<file path="config.mk">
export PLATFORM = sky130hd
export DESIGN_NAME = leaf_pte_ad_update_unit
export DESIGN_NICKNAME = d
export VERILOG_FILES = /design/src/rtl/leaf_pte_ad_update_unit.sv
export SDC_FILE = /design/constraint.sdc
export NUM_CORES = 1
export LEC_CHECK = 0
export ABC_CLOCK_PERIOD_IN_PS = 2150
export BUFFER_PORTS_ARGS = -buffer_cell sky130_fd_sc_hd__buf_2
export CORE_MARGIN = 2
export CORE_UTILIZATION = 47
export CTS_CLUSTER_SIZE = 12
export DETAILED_ROUTE_END_ITERATION = 12
export PLACE_DENSITY_LB_ADDON = 0.25
export SETUP_SLACK_MARGIN = 0.1
export SLEW_MARGIN = 10
export SYNTH_ARGS = -nofsm -noshare
export SYNTH_HDL_FRONTEND = slang
export SYNTH_SLANG_ARGS = --single-unit
export TNS_END_PERCENT = 30
</file>
<file path="constraint.sdc">
create_clock -name clk -period 2.15 [get_ports clk]
set_input_delay 0.43 -clock clk [delete_from_list [all_inputs] [get_ports clk]]
set_output_delay 0.43 -clock clk [all_outputs]
set_load 0.02 [all_outputs]
</file>
<file path="src/rtl/leaf_pte_ad_update_unit.sv">
// Leaf PTE validity/permission/alignment check with optional hardware
// A/D write-back; one request in flight, answered over valid/ready.
module leaf_pte_ad_update_unit #(
    parameter int PTE_SIZE_IN_BIT = 64,
    parameter int PADDR_WIDTH     = 56,
    parameter int LEVELS          = 3,
    parameter bit HW_AD_UPDATE    = 1'b1,
    localparam int LVL_W = (LEVELS > 1) ? $clog2(LEVELS) : 1
) (
    input  logic                       clk,
    input  logic                       rstn,
    input  logic                       req_valid_i,
    output logic                       req_ready_o,
    input  logic [1:0]                 req_access_mode_i,
    input  logic [1:0]                 req_priv_i,
    input  logic                       req_mxr_i,
    input  logic                       req_sum_i,
    input  logic [LVL_W-1:0]           req_level_i,
    input  logic [PTE_SIZE_IN_BIT-1:0] req_pte_i,
    input  logic [PADDR_WIDTH-1:0]     req_pte_addr_i,
    output logic                       resp_valid_o,
    input  logic                       resp_ready_i,
    output logic                       resp_fault_o,
    output logic [2:0]                 resp_cause_o,
    output logic [PTE_SIZE_IN_BIT-1:0] resp_pte_o,
    output logic                       wb_valid_o,
    input  logic                       wb_ready_i,
    output logic [PADDR_WIDTH-1:0]     wb_addr_o,
    output logic [PTE_SIZE_IN_BIT-1:0] wb_data_o,
    input  logic                       wb_ack_i,
    input  logic                       wb_err_i
);

    typedef enum logic [2:0] {
        S_IDLE,
        S_CHECK,
        S_WB_REQ,
        S_WB_WAIT,
        S_RESP
    } state_t;

    localparam logic [2:0] CAUSE_OK    = 3'd0;
    localparam logic [2:0] CAUSE_INVAL = 3'd1;
    localparam logic [2:0] CAUSE_PERM  = 3'd2;
    localparam logic [2:0] CAUSE_PRIV  = 3'd3;
    localparam logic [2:0] CAUSE_ALIGN = 3'd4;
    localparam logic [2:0] CAUSE_AD    = 3'd5;
    localparam logic [2:0] CAUSE_WB    = 3'd6;

    state_t                       state_q;
    state_t                       state_d;
    logic [PTE_SIZE_IN_BIT-1:0]   pte_q;
    logic [1:0]                   mode_q;
    logic [1:0]                   priv_q;
    logic                         mxr_q;
    logic                         sum_q;
    logic [LVL_W-1:0]             level_q;

    logic [PTE_SIZE_IN_BIT-1:0]   wb_data_d;
    logic                         fault_d;
    logic [2:0]                   cause_d;
    logic [PTE_SIZE_IN_BIT-1:0]   rpte_d;

    logic                         pte_v;
    logic                         pte_r;
    logic                         pte_w;
    logic                         pte_x;
    logic                         pte_u;
    logic                         pte_a;
    logic                         pte_d;
    logic                         is_write;
    logic                         is_exec;
    logic                         perm_ok;
    logic                         priv_ok;
    logic                         misaligned;
    logic [2:0]                   chk_cause;
    logic [PTE_SIZE_IN_BIT-1:0]   ad_set;
    logic [PTE_SIZE_IN_BIT-1:0]   upd_pte;

    assign pte_v    = pte_q[0];
    assign pte_r    = pte_q[1];
    assign pte_w    = pte_q[2];
    assign pte_x    = pte_q[3];
    assign pte_u    = pte_q[4];
    assign pte_a    = pte_q[6];
    assign pte_d    = pte_q[7];
    assign is_write = (mode_q == 2'b01);
    assign is_exec  = (mode_q == 2'b10);

    always_comb begin
        perm_ok = 1'b0;
        unique case (mode_q)
            2'b00:   perm_ok = pte_r | (pte_x & mxr_q);
            2'b01:   perm_ok = pte_w;
            2'b10:   perm_ok = pte_x;
            default: perm_ok = 1'b0;
        endcase
    end

    // M-mode (and the unused 10 encoding) are checked with S-mode rules.
    assign priv_ok = (priv_q == 2'b00) ? pte_u
                                       : (!pte_u || (sum_q && !is_exec));

    // A superpage leaf must have every PPN field below its level cleared.
    always_comb begin
        misaligned = (int'(level_q) >= LEVELS);
        for (int i = 0; i < LEVELS - 1; i++) begin
            if (i < int'(level_q) && pte_q[10 + 9*i +: 9] != 9'd0) begin
                misaligned = 1'b1;
            end
        end
    end

    always_comb begin
        if (!pte_v || (!pte_r && pte_w)) begin
            chk_cause = CAUSE_INVAL;
        end else if (!perm_ok) begin
            chk_cause = CAUSE_PERM;
        end else if (!priv_ok) begin
            chk_cause = CAUSE_PRIV;
        end else if (misaligned) begin
            chk_cause = CAUSE_ALIGN;
        end else if (!pte_a || (is_write && !pte_d)) begin
            chk_cause = CAUSE_AD;
        end else begin
            chk_cause = CAUSE_OK;
        end
    end

    always_comb begin
        ad_set    = '0;
        ad_set[6] = 1'b1;
        ad_set[7] = is_write;
    end

    assign upd_pte = pte_q | ad_set;

    always_comb begin
        state_d   = state_q;
        wb_data_d = wb_data_o;
        fault_d   = resp_fault_o;
        cause_d   = resp_cause_o;
        rpte_d    = resp_pte_o;
        unique case (state_q)
            S_IDLE: begin
                if (req_valid_i) state_d = S_CHECK;
            end
            S_CHECK: begin
                if (chk_cause == CAUSE_AD && HW_AD_UPDATE) begin
                    wb_data_d = upd_pte;
                    state_d   = S_WB_REQ;
                end else begin
                    fault_d = (chk_cause != CAUSE_OK);
                    cause_d = chk_cause;
                    rpte_d  = pte_q;
                    state_d = S_RESP;
                end
            end
            S_WB_REQ: begin
                if (wb_ready_i) state_d = S_WB_WAIT;
            end
            S_WB_WAIT: begin
                if (wb_ack_i) begin
                    fault_d = wb_err_i;
                    cause_d = wb_err_i ? CAUSE_WB : CAUSE_OK;
                    rpte_d  = wb_data_o;
                    state_d = S_RESP;
                end
            end
            S_RESP: begin
                if (resp_ready_i) state_d = S_IDLE;
            end
            default: state_d = S_IDLE;
        endcase
    end

    always_ff @(posedge clk or negedge rstn) begin
        if (!rstn) begin
            state_q      <= S_IDLE;
            pte_q        <= '0;
            mode_q       <= '0;
            priv_q       <= '0;
            mxr_q        <= 1'b0;
            sum_q        <= 1'b0;
            level_q      <= '0;
            wb_addr_o    <= '0;
            wb_data_o    <= '0;
            resp_fault_o <= 1'b0;
            resp_cause_o <= CAUSE_OK;
            resp_pte_o   <= '0;
        end else begin
            state_q      <= state_d;
            wb_data_o    <= wb_data_d;
            resp_fault_o <= fault_d;
            resp_cause_o <= cause_d;
            resp_pte_o   <= rpte_d;
            if (state_q == S_IDLE && req_valid_i) begin
                pte_q     <= req_pte_i;
                mode_q    <= req_access_mode_i;
                priv_q    <= req_priv_i;
                mxr_q     <= req_mxr_i;
                sum_q     <= req_sum_i;
                level_q   <= req_level_i;
                wb_addr_o <= req_pte_addr_i;
            end
        end
    end

    assign req_ready_o  = (state_q == S_IDLE);
    assign resp_valid_o = (state_q == S_RESP);
    assign wb_valid_o   = (state_q == S_WB_REQ);

endmodule
</file>
Word-level counts from Yosys, hierarchy flattened:

Index checks and enable logic that the tools add are counted.

* order comparisons: 3
* equal/unequal tests: 12
* muxes and demuxes: 25
* bitwise gates (word level): 3
* reductions and logical operators: 25

Operators with widths (count)
* 64-bit two-way mux: 2
* 64-bit case mux with 2 select lines: 1
* 64-bit by 8-bit OR with 64-bit output: 1
* 3-bit two-way mux: 13
* 9-bit nonzero test: 2
* 3-bit case mux with 5 select lines: 1
* 3-bit by 2-bit equality test with 1-bit output, second input constant: 2
* 3-bit equality test, second input constant: 2
* 1-bit logical AND: 6
* 1-bit logical NOT: 6
* 2-bit != test, second input constant: 3
* 3-bit case mux with 2 select lines: 1
* 1-bit two-way mux: 5
* 2-bit logical NOT: 2
* 1-bit by 2-bit < comparator with 1-bit output, first input constant: 2
* 2-bit by 1-bit != test with 1-bit output, second input constant: 2
* 4-bit AND reduction: 1
* 3-bit by 1-bit equality test with 1-bit output, second input constant: 1
* 3-bit logical NOT: 1
* 1-bit logical OR: 3
* 1-bit case mux with 3 select lines: 1
* 3-bit AND reduction: 1
* 3-bit nonzero test: 1
* 2-bit by 1-bit equality test with 1-bit output, second input constant: 1
* other kinds (7): 7

* bits in registers: 263
* input port bits: 135
* output and inout port bits: 191
* word-level logic and storage cells: 80

Logic depth before layout (Yosys ltp):

* depth after elaboration: 11
* mapped depth: 8
* depth with buffers taken out: 5

Worst setup path before layout:

No wires, ideal clock.

* kind: reg-to-reg
* from: register mode_q[0]
* to: register wb_data_o[10]
* library setup time: 0.128 ns
* arrival: 2.041 ns
* data required time: 2.022 ns
* path slack: -0.018 ns
* cell stages (with the launch flop): 7
* path buffers: 1
* clock period less this slack: 2.168 ns
* cells stage by stage: dfrtp_1 > or3b_1 > o211a_2 > nor4_2 > nand4_2 > buf_2 > mux2_1

* word-level cells in the longest chain between the ends: 10
* elaborated cells between the ends (all ways): 17
* those cells by class: 3 x eq/ne; 7 x mux; 7 x reduce/logical

RTL lines
* from (decl): line 53 `logic [1:0] mode_q;`
* from (signal assigned): line 199 `mode_q <= req_access_mode_i;`
* 2-bit by 1-bit equality test with 1-bit output or 2-bit equality test (tied branches): line 87, 92, 88
* 1-bit logical AND or 1-bit logical NOT (tied branches): line 123, 102
* 1-bit logical OR or 1-bit logical AND (tied branches): line 123, 102
* 3-bit two-way mux or 1-bit logical OR (tied branches): line 123, 102
* 3-bit two-way mux or 1-bit two-way mux (tied branches): line 121, 101
* 3-bit two-way mux: line 119 `end else if (!priv_ok) begin`
* 3-bit two-way mux *: line 117 `end else if (!perm_ok) begin`
* 3-bit two-way mux *: line 115 `if (!pte_v || (!pte_r && pte_w)) begin`
* 3-bit equality test *: line 149 `if (chk_cause == CAUSE_AD && HW_AD_UPDATE) begin`
* 2-bit AND reduction (no line) *
* to (signal assigned): line 193 `wb_data_o <= wb_data_d;`
* to (decl): line 29 `output logic [PTE_SIZE_IN_BIT-1:0] wb_data_o,`

Every way passes the cells marked *; elsewhere a longest branch is shown, timed or not.
A chain may end at the register's enable or synchronous reset.

Worst setup path in the final report:

* from: register mode_q[1]
* to: register wb_data_o[34]

The elaborated chain is that of the path after synthesis.

==> flow_summary.ini <==
[yosys]
netlist.top_cell.by_area = dfrtp_1
ys_async_sr_fraction_pct = 100
synthesis.nets = 960
avgSynthCellArea_um2 = 13.1
syn_area_um2 = 10800
synth_top_area_share_pct = 61.0
synth_seq_area_share_pct = 61.0
ys.flop_type = dfrtp_1
synth_edf_count = 0
ys_types = 36
yosys_register_bits = 263
ys_top_cells_by_area = dfrtp_1, mux2_2, mux2_1
yosys_warnings = 0
syn_inst = 825

[power]
combPwrFrac_pct = 39.7
powerDensity_nw_per_um2 = 1600
p_sw_share_pct = 36.1
seq_power_share_pct = 38.2
power.static_leakage_nw = 7.27
intPower_mw = 14.6
p_clk_share_pct = 22.1
peakVddDrop_v = 0.000929
switchingPower_mw = 8.25

[global_route]
grt_max_degree = 71
grt_pass1_wl_mm = 42.2
grt.overflow.total = 0
antenna_found_initial = 2
track_usage_pct = 22.1
grt_pass1_vias = 7796

[route]
wire_per_inst_um = 18.2
drt_wl_total_mm = 27.0
drt_first_pass_iters = 4
drc_errors = 0
detail-route-antenna-nets = 0
vias = 7572
vias_per_cell = 5.11
drt_iter0_markers = 356

[clock_tree]
clock_sinks = 263
h-tree-depth = 1
clk_pin_slew_ns = 0.06
clk_latency_ns = 0.54
cts_buffers = 29
cts_root_buf = clkbuf_16
clock_path_buffers = 3
cts_tree = done

[layout]
utilization_pct = 63.2
synthToLayoutAreaGrowth_pct = 32.1
drive_gt1_share_pct = 53.6
final_nets = 1310

[worst_setup_path]
cp_top_family = simple AND/OR/NAND/NOR gates
r2r-end = wb_data_o[34]
arrival_ns = 2.56
cp-end-kind = register
critPathMaxFanout = 32
crit_path_top_delay_cell = dfrtp_1
cpPeakStageDelay_ns = 0.43
worstSetupPathType = register to register
startpoint_type = register
reg2regPathDepth = 6
path_buf_inv = 1
reg2reg_slack_ns = -0.0008
required_ns = 2.56
cp_cell_sequence = or3b_1, o211a_2, nor4_4, nand4_4, buf_12, mux2_1
r2r_start = mode_q[1]

[status]
outcome = complete, but fails checks
violations = negative setup slack

[placement]
gp_congestion = 0.814
hpwl_mm = 18.5
pre_cts_ws_ns = -0.00506
portBuffers = 325

[sta]
fin_ws_ns = -0.000784
skew_ns = 0.0225
rsz0062_at_grt = true
tightestPinTransition_ns = 0.530
min_period_ns = 2.15
hold_viol = 0
clock.fmax_mhz = 465
final-setup-viol-count = 1
max_slew_margin_pct = 64.4
slew_violations = 0
period_share_pct = 100

[floorplanning]
rows = 55
fp.dieW_um = 156
start_util_pct = 47.8
die_y_um = 156
pin_count = 326
dieArea_um2 = 24200
core_um2 = 22600

[min_path]
min_path_type = primary input to register
worstHoldStart = req_pte_i[11]
hold_depth = 2
min_to = pte_q[11]

[flow_run]
maxCapViolations = 0
==> flip-flops by register name (all words and copies together) (netlist names) <==
signal        flops
sum_q             1
resp_fault_o      1
resp_cause_o      3
priv_q            2
mxr_q             1
wb_addr_o        56
mode_q            2
level_q           2
resp_pte_o       64
state_q           3
wb_data_o        64
pte_q            64
==> power by group through the flow <==
stage          clock network [mW]  logic (mW)  registers, mW
2_1_floorplan                   0        4.06           10.3
3_3_place_gp                    0        8.84           8.65
3_5_place_dp                    0        9.02           8.74
4_1_cts                      5.15        9.10           8.70
5_1_grt                      5.37        9.74           9.04
6_report                     5.04        9.08           8.73
==> how the worst max path moves through the flow <==
| stage | cells past startpoint | from | to |
|---|---|---|---|
| after global placement | 7 | pte_q[26] | wb_data_o[14] |
| after CTS | 6 | mode_q[1] | wb_data_o[38] |
| after floorplan | 5 | state_q[1] | level_q[0] |
| after global routing | 7 | pte_q[21] | wb_data_o[38] |
| after detailed placement | 7 | pte_q[22] | wb_data_o[8] |
| final | 6 | mode_q[1] | wb_data_o[34] |
==> logic make-up after synthesis <==
group | synth area share, %
simple gates | 9.17
flops | 61.0
buf+inv | 1.90
mux | 26.7
compound gates | 1.24
==> final cells by class <==
| cell class | count | area, um^2 |
|---|---|---|
| sequential | 263 | 6580 |
| timing repair buffer | 363 | 2110 |
| clock inverter | 10 | 154 |
| multi-input combinational | 513 | 4220 |
| antenna | 1 | 2.50 |
| clock buffer | 43 | 818 |
| inverter | 5 | 18.8 |
| tap | 285 | 357 |
| fill | 1816 | 8310 |
==> cells in the mapped netlist, drive strengths merged, types with 2 or more instances <==
library cell  count
dfrtp           263
mux2            256
nand2           194
clkbuf           28
buf              16
nor2              9
a21oi             6
nand2b            6
nor4              6
inv               5
nor3              5
o21ai             5
nand3             3
nor3b             3
nand3b            2
nand4             2
nand4b            2
==> stage by stage <==
step / cells / hold WS, ns / power [mW] / setup TNS, ns / instance area, um^2
6_report: 1483 / 0.114 / 22.8 / -0.000784 / 14300
5_1_grt: 1483 / 0.102 / 24.1 / -3.73 / 14300
2_1_floorplan: 825 / 0.134 / 14.4 / 0 / 10900
3_5_place_dp: 1426 / 0.416 / 17.8 / -0.00506 / 13100
3_3_place_gp: 1426 / 0.413 / 17.5 / 0 / 13100
4_1_cts: 1482 / 0.0942 / 23.0 / 0 / 14200
==> repair_timing <==
item / 4_1_cts / 5_1_grt
hold endpoints to repair: 55 / 0
hold buffers: 1 / 0
pin swaps: 0 / 0
gates resized for setup: 4 / 24
endpoints found under the setup margin: 130 / 162
buffers inserted: 2 / 0
==> layer usage <==
layer	GRT usage, %	routed length (um)
met1	28.6	11100
met4	5.94	567
met5	0	11
met2	37.0	13400
met3	6.11	2010
==> layout by cell type (no fill, tap or decap), drive strengths merged <==
cell	instances
o21ai	5
nand3	3
dfrtp	263
o22ai	1
o2bb2ai	1
mux2	256
nor3	5
or3b	1
nand4	2
nor2	9
o211ai	1
buf	362
o21bai	1
nor4	6
a211oi	1
dlygate4sd3	1
a21o	1
a31oi	1
nand2b	6
clkinv	5
a21oi	6
or2	1
diode	1
bufinv	4
nand2	194
nand4b	2
a2bb2oi	1
clkbuf	43
inv	6
nand3b	2
nor4b	1
o211a	1
nor3b	3
and3b	1
o2111ai	1
Note: power is estimated with default switching activity, not from simulation.
